$ cat src/rtl/riscv_pkg.sv
// riscv_pkg: shared XLEN, arbiter owner enum and memory request struct
package riscv_pkg;
  localparam int XLEN = 32;
  typedef enum logic {OWNER_CORE = 1'b0, OWNER_DBG = 1'b1} arb_owner_e;
  typedef struct packed {
    logic            we;
    logic [XLEN-1:0] addr;
    logic [XLEN-1:0] wdata;
    logic [3:0]      be;
  } mem_req_t;
endpackage

$ cat src/rtl/dmem_arbiter.sv
// dmem_arbiter: round-robin core/debug arbiter onto one data memory port (core_*, dbg_* requesters; mem_* memory; conflict_cnt_o status)
module dmem_arbiter
  import riscv_pkg::*;
#(
  parameter int MEM_SIZE = 2048,
  parameter int CNT_W    = 16
) (
  input  logic                        clk_i,
  input  logic                        rst_i,
  input  logic                        core_req_i,
  input  logic                        core_we_i,
  input  logic [XLEN-1:0]             core_addr_i,
  input  logic [XLEN-1:0]             core_wdata_i,
  input  logic [3:0]                  core_be_i,
  output logic                        core_gnt_o,
  output logic                        core_rvalid_o,
  output logic                        core_err_o,
  output logic [XLEN-1:0]             core_rdata_o,
  input  logic                        dbg_req_i,
  input  logic                        dbg_we_i,
  input  logic [XLEN-1:0]             dbg_addr_i,
  input  logic [XLEN-1:0]             dbg_wdata_i,
  input  logic [3:0]                  dbg_be_i,
  output logic                        dbg_gnt_o,
  output logic                        dbg_rvalid_o,
  output logic                        dbg_err_o,
  output logic [XLEN-1:0]             dbg_rdata_o,
  output logic                        mem_req_o,
  output logic                        mem_we_o,
  output logic [$clog2(MEM_SIZE)-1:0] mem_addr_o,
  output logic [XLEN-1:0]             mem_wdata_o,
  output logic [3:0]                  mem_be_o,
  input  logic [XLEN-1:0]             mem_rdata_i,
  output logic [CNT_W-1:0]            conflict_cnt_o
);
  localparam int AW = $clog2(MEM_SIZE);
  logic            prio_q, rsp_valid_q, rsp_err_q, rsp_we_q, any_gnt, sel_err;
  arb_owner_e      rsp_owner_q;
  mem_req_t        sel;
  logic [XLEN-1:0] widx, rd;
  always_comb begin
    core_gnt_o    = !rst_i && core_req_i && (!dbg_req_i || !prio_q);
    dbg_gnt_o     = !rst_i && dbg_req_i && (!core_req_i || prio_q);
    any_gnt       = core_gnt_o || dbg_gnt_o;
    sel           = dbg_gnt_o ? {dbg_we_i, dbg_addr_i, dbg_wdata_i, dbg_be_i}
                              : {core_we_i, core_addr_i, core_wdata_i, core_be_i};
    widx          = sel.addr >> 2;
    sel_err       = (widx >> AW) != '0;
    mem_req_o     = any_gnt && !sel_err;
    mem_we_o      = mem_req_o && sel.we;
    mem_addr_o    = mem_req_o ? widx[AW-1:0] : '0;
    mem_wdata_o   = mem_req_o ? sel.wdata : '0;
    mem_be_o      = mem_req_o ? sel.be : '0;
    rd            = (rsp_err_q || rsp_we_q) ? '0 : mem_rdata_i;
    core_rvalid_o = rsp_valid_q && rsp_owner_q == OWNER_CORE;
    dbg_rvalid_o  = rsp_valid_q && rsp_owner_q == OWNER_DBG;
    core_err_o    = core_rvalid_o && rsp_err_q;
    dbg_err_o     = dbg_rvalid_o && rsp_err_q;
    core_rdata_o  = core_rvalid_o ? rd : '0;
    dbg_rdata_o   = dbg_rvalid_o ? rd : '0;
  end
  always_ff @(posedge clk_i or posedge rst_i) begin
    if (rst_i) begin
      prio_q         <= 1'b0;
      rsp_valid_q    <= 1'b0;
      rsp_owner_q    <= OWNER_CORE;
      rsp_err_q      <= 1'b0;
      rsp_we_q       <= 1'b0;
      conflict_cnt_o <= '0;
    end else begin
      prio_q      <= core_gnt_o ? 1'b1 : dbg_gnt_o ? 1'b0 : prio_q;
      rsp_valid_q <= any_gnt;
      rsp_owner_q <= dbg_gnt_o ? OWNER_DBG : OWNER_CORE;
      rsp_err_q   <= sel_err;
      rsp_we_q    <= sel.we;
      if (core_req_i && dbg_req_i && !(&conflict_cnt_o)) conflict_cnt_o <= conflict_cnt_o + CNT_W'(1);
    end
  end
endmodule

$ cat config.mk
export PLATFORM = sky130hd
export DESIGN_NAME = dmem_arbiter
export DESIGN_NICKNAME = d
export VERILOG_FILES = /design/src/rtl/riscv_pkg.sv /design/src/rtl/dmem_arbiter.sv
export SDC_FILE = /design/constraint.sdc
export NUM_CORES = 1
export LEC_CHECK = 0
export CAP_MARGIN = 20
export CORE_AREA = 2 2 119 121
export CTS_CLUSTER_SIZE = 24
export DETAILED_ROUTE_END_ITERATION = 8
export DIE_AREA = 0 0 121 123
export DONT_BUFFER_PORTS = 1
export SLEW_MARGIN = 40
export SYNTH_ARGS = -nofsm -noshare
export SYNTH_HDL_FRONTEND = slang
export SYNTH_SLANG_ARGS = --single-unit
$ cat constraint.sdc
create_clock -name clk_i -period 3.65 [get_ports clk_i]
set_input_delay 0.73 -clock clk_i [delete_from_list [all_inputs] [get_ports clk_i]]
set_output_delay 0.73 -clock clk_i [all_outputs]
set_load 0.02 [all_outputs]
=== Yosys cells after proc, flatten, opt, wreduce, memory -nomap -nowiden ===
Index checks and enable logic that the tools add are counted.

* Register bits: 21
* Input bits: 174
* Output and inout bits: 135
* Logic and storage cells: 43

* Add/sub/neg operators: 1
* Muxes and demuxes: 10
* Bitwise gates (word level): 1
* Reduce and logical (&&, ||, !) cells: 25

{| class="wikitable"
|+ Operator list
! kind !! number
|-
| 2-to-1 mux 32 bit || 4
|-
| 2-to-1 mux 69 bit || 1
|-
| nonzero test 32 bit || 1
|-
| adder 16 x 1 -> 16 bit (second input constant) || 1
|-
| AND reduction 16 bit || 1
|-
| logical AND 1 bit || 12
|-
| 2-to-1 mux 11 bit || 1
|-
| logical NOT 1 bit || 6
|-
| logical OR 1 bit || 4
|-
| 2-to-1 mux 4 bit || 1
|-
| 2-to-1 mux 1 bit || 3
|-
| nonzero test 2 bit || 1
|-
| NOT 1 bit || 1
|}

=== Depth between registers and ports, before layout ===
* Word-level depth: 8
* Mapped depth: 8
* Mapped depth without buffers: 5

=== Worst setup path after synthesis ===
No wires, ideal clock.

* Kind: input port to output port
* Start: input port rst_i
* End: output port mem_addr_o[0]
* Data arrival time: 2450 ps
* Data required time: 2920 ps
* Setup slack: 470 ps
* Cell stages on the path: 7
* Path buffers: 3
* Path through: nand2b_1 -> or2_1 -> clkbuf_1 -> or4_1 -> buf_2 -> buf_6 -> a221oi_2

* Cells in the longest elaborated chain, start to end: 8
* Elaborated cells on any way between the ends: 11
* Classes of those cells: 2 x mux; 9 x reduce/logical

{| class="wikitable"
|+ RTL lines
! item !! RTL line !! RTL
|-
| from (decl) || dmem_arbiter.sv:9 || <nowiki>input logic rst_i,</nowiki>
|-
| logical NOT 1 bit (no source line) * || -- ||
|-
| logical AND 1 bit (2 in series) || dmem_arbiter.sv:43 || <nowiki>dbg_gnt_o = !rst_i && dbg_req_i && (!core_req_i || prio_q);</nowiki>
|-
| 2-to-1 mux 69 bit || dmem_arbiter.sv:45 || <nowiki>sel = dbg_gnt_o ? {dbg_we_i, dbg_addr_i, dbg_wdata_i, dbg_be_i}</nowiki>
|-
| nonzero test 32 bit || dmem_arbiter.sv:48 || <nowiki>sel_err = (widx >> AW) != '0;</nowiki>
|-
| logical NOT 1 bit || dmem_arbiter.sv:49 || <nowiki>mem_req_o = any_gnt && !sel_err;</nowiki>
|-
| logical AND 1 bit || dmem_arbiter.sv:49 ||
|-
| 2-to-1 mux 11 bit * || dmem_arbiter.sv:51 || <nowiki>mem_addr_o = mem_req_o ? widx[AW-1:0] : '0;</nowiki>
|-
| to (decl) || dmem_arbiter.sv:30 || <nowiki>output logic [$clog2(MEM_SIZE)-1:0] mem_addr_o,</nowiki>
|}

Mark *: on every way between the ends. The rest lies on a longest branch, timed or not.

=== Final worst setup path ===
* Start: input port rst_i
* End: output port mem_addr_o[10]

The elaborated chain is that of the path after synthesis.

==> metrics.md <==
| Metric | Value |
|---|---|
| Worst Tran Pin Value | `~0.83 ns` |
| Worst hold path class | `in2async` |
| Gates resized, CTS repair | `0` |
| Worst path cell trace | `nand2b_1 -> or2_2 -> or4_2 -> buf_12 -> a221oi_2 -> buf_4` |
| H-tree level count | `1` |
| Highest Clock Rate | `~0.29 GHz` |
| Unrepaired setup endpoints after global routing | `false` |
| Skew-Pair Late Insertion Delay | `about 0.25 ns` |
| Post-DR vias/cell | `between 5 and 6` |
| YS warnings | `0` |
| Number of flip-flops and latches in the synthesized netlist | `21` |
| Area grow syn2layout | `23.8%` |
| Power spent charging and discharging nets | `roughly 0.30 mW` |
| Slew Viols, Final | `0` |
| Starting Density | `0.199` |
| Total Die Area | `between 10,000 and 15,000 sq um` |
| Post-Synthesis Cells | `~350` |
| IO Port Bufs | `0` |
| Biggest fanout along the worst timing path | `50` |
| Fraction of layout instances using a drive strength above 1 | `0.317` |
| Maxcap violations | `0` |
| Max-slew headroom | `0.447` |
| Clock buffer count from CTS | `3` |
| Share of synthesized area occupied by flip-flops and latches | `0.194` |
| Largest stage delay on the critical path | `0.68 ns` |
| Critical setup path kind | `in2out` |
| Core Region | `~14,000 sq um` |
| Internal power contribution | `0.481 mW` |
| Most numerous cell types in the synthesized netlist | `nand2_1 (106), and2_1 (67), a221oi_2 (48)` |
| Post-synth top area cell | `a221oi_2` |
| Startpoint type of the worst setup path | `input port` |
| Number of inserted diodes | `0` |
| Fin worst setup slack | `between 0.15 and 0.2 ns` |
| Die span in x | `between 100 and 150 um` |
| CP Buf/Inv Count | `2` |
| Proportion of synthesized flip-flops having asynchronous set or reset | `1.00` |
| Hold buffer count at CTS | `0` |
| Clock sink total | `21` |
| Final Instance Count excl. Fillers | `around 560` |
| Overall track demand over capacity in global routing | `0.111` |
| Crit path arrival time | `between 2 and 3 ns` |
| Leak pwr | `1.24 nW` |
| Final core occ | `0.247` |
| Pin count of the biggest net entering global routing | `51` |
| Setup Skew | `between 0.005 and 0.006 ns` |
| Hold violation count in the final report | `0` |
| First-pass GRT wire length | `about 13,000 um` |
| Cell total after placement | `555` |
| Number of antenna violations at the first check in global routing | `0` |
| Clock tree from TritonCTS | `built` |
| Share of total power in the clock network | `0.294` |
| Total chip power | `slightly below 0.8 mW` |
| Fraction of the cycle the final worst path needs | `0.955` |
| Wire length per cell | `between 15 and 20 um` |
| Count of unique library cells instantiated by Yosys | `33` |
| Sequential share of power | `0.480` |
| Post-synthesis instance area | `~2700 sq um` |
| Drt drc | `0` |
| Library cell contributing the largest single delay on the critical path | `or4_2` |
| Number of top-level pins | `approximately 310` |
| Nets | `roughly 560` |
| Maximum clock path buffer count | `2` |
| Post-CTS clock slew at the launch and capture registers of the worst setup and hold paths | `roughly 0.06 ns` |
| Worst hold slack | `a little under 0.5 ns` |
| Number of search-and-repair iterations in the first detailed-routing pass | `4` |
| Data required time of the critical path | `approximately 2.9 ns` |
| Post-synth top area share | `0.266` |
| Via count of the first global-routing pass | `~2,600` |
| Count of routing violations after the opening detailed-route iteration | `94` |
| Vias | `2,889` |
| Areal power density over the cells | `approximately 230 nW/um^2` |
| Clock root buffer master | `clkbuf_16` |
| Leading cell types by total area after synthesis | `a221oi_2 (27%), dfrtp_1 (19%), and2_1 (15%), nand2_1 (15%), nor4_1 (3.0%)` |
| Final ANT Viol Nets | `0` |
| Leading register cell type out of synthesis | `dfrtp_1` |
| Number of enable flip-flop cells after synthesis | `0` |
| Setup fix buffers added after clock tree synthesis | `0` |
| Net switching share of the total power | `0.385` |
| Maximum ir drop on the vdd rail | `around 0.21 mV` |
| DPL Wire Length | `around 8000 um` |
| Mean Syn Cell Area | `7.78 sq um` |
| Result of the run | `completed` |
| Net Count, Synth | `about 520` |
| Final cell area excluding filler cells | `between 3000 and 4000 sq um` |
| Post-detailed-placement cell area | `approximately 3300 sq um` |
| Combinational share of power | `0.226` |
| Vert. Die Dim | `approximately 120 um` |
| Cell family with the largest share of critical-path delay | `simple AND/OR/NAND/NOR gates` |
| Setup violation total in the final timing report | `0` |
| Worst setup slack before clock tree synthesis | `0.189 ns` |
| Worst Setup End Kind | `output port` |
| Number of core rows | `43` |
| RePlAce Congestion | `0.862` |
| Detailed-route wire length | `9540 um` |
| Cell with the most instances after synthesis | `nand2_1` |
| Final critical-path required period | `about 3.5 ns` |
| Accumulated negative setup slack | `0 ns` |
| Total overflow reported by the global router | `0` |
path summary, 6_finish.rpt:
kind | startpoint | to | slack, ns | depth (start not counted)
max reg2reg | prio_q | rsp_err_q | 1.67 | 5
max | rst_i | mem_addr_o[10] | 0.16 | 6
min reg2reg | prio_q | prio_q | 0.55 | 1
min | rst_i | prio_q | 0.48 | 2
min in group clk_i | prio_q | prio_q | 0.55 | 1
max in group asynchronous | rst_i | conflict_cnt_o[15] | 2.94 | 2
metal layers:
| layer | share of wire | track usage |
|---|---|---|
| met1 | 0.38 | 0.132 |
| met5 | 0 | 0 |
| met2 | 0.53 | 0.218 |
| met3 | 0.081 | 0.0120 |
| met4 | 0.0035 | 0.0153 |
state kept, by name, summed over array words and instances, names as in the netlist:
register,cells
conflict_cnt_o,16
rsp_we_q,1
rsp_valid_q,1
prio_q,1
rsp_owner_q,1
rsp_err_q,1
kinds of logic (layout without fill, tap and decap cells):
| family | Yosys count | after routing | share of synthesized area |
|---|---|---|---|
| and+or+nand+nor | 221 | 221 | 0.408 |
| AOI/OAI and AO/OA | 56 | 56 | 0.283 |
| buffers and inverters | 36 | 66 | 0.0645 |
| DFF | 21 | 21 | 0.194 |
| xor gates and xnor gates | 13 | 13 | 0.0420 |
| adders and majority gates | 1 | 1 | 0.00461 |
| muxes | 1 | 1 | 0.00415 |
cells in the final DEF (no fill, tap or decap):
cell,netlist,final
buf_12,0,3
nor3b_1,3,1
and2_1,67,67
nor2b_1,2,2
o21ai_0,2,2
nor3b_2,0,2
nand3_1,6,6
xor2_1,7,7
nor4b_1,1,1
nand4_1,8,8
o21a_1,1,1
buf_4,0,56
or4_2,0,1
clkbuf_16,0,3
a221oi_2,48,48
or2_2,2,3
nand3b_1,1,1
clkinvlp_4,0,1
nor2_1,2,2
o21ai_4,0,1
a21oi_1,3,3
or3_1,1,1
ha_1,1,1
nand2b_1,1,1
xnor2_1,6,6
mux2_2,1,1
dfrtp_1,21,21
nor4_1,13,13
inv_2,0,1
and3_1,2,2
nor3_1,4,4
o2111ai_1,1,1
inv_1,3,2
nand2_1,106,106
power groups by stage:
| stage | logic [mW] | clock network (mW) | registers (mW) |
|---|---|---|---|
| floorplan | 0.140 | 0 | 0.360 |
| global placement | 0.167 | 0 | 0.377 |
| detailed placement | 0.179 | 0 | 0.380 |
| CTS | 0.180 | 0.236 | 0.376 |
| global route | 0.199 | 0.247 | 0.383 |
| finish | 0.176 | 0.230 | 0.375 |
area by class of cell:
type	count	area, sq um
Fill cell	1478	10300
Tap cell	180	225
Timing Repair Buffer	59	480
Multi-Input combinational cell	292	2040
Clock inverter	1	7.51
Inverter	3	11.3
Sequential cell	21	526
Clock buffer	3	75.1
No activity file was read; power rests on OpenSTA's default activity.
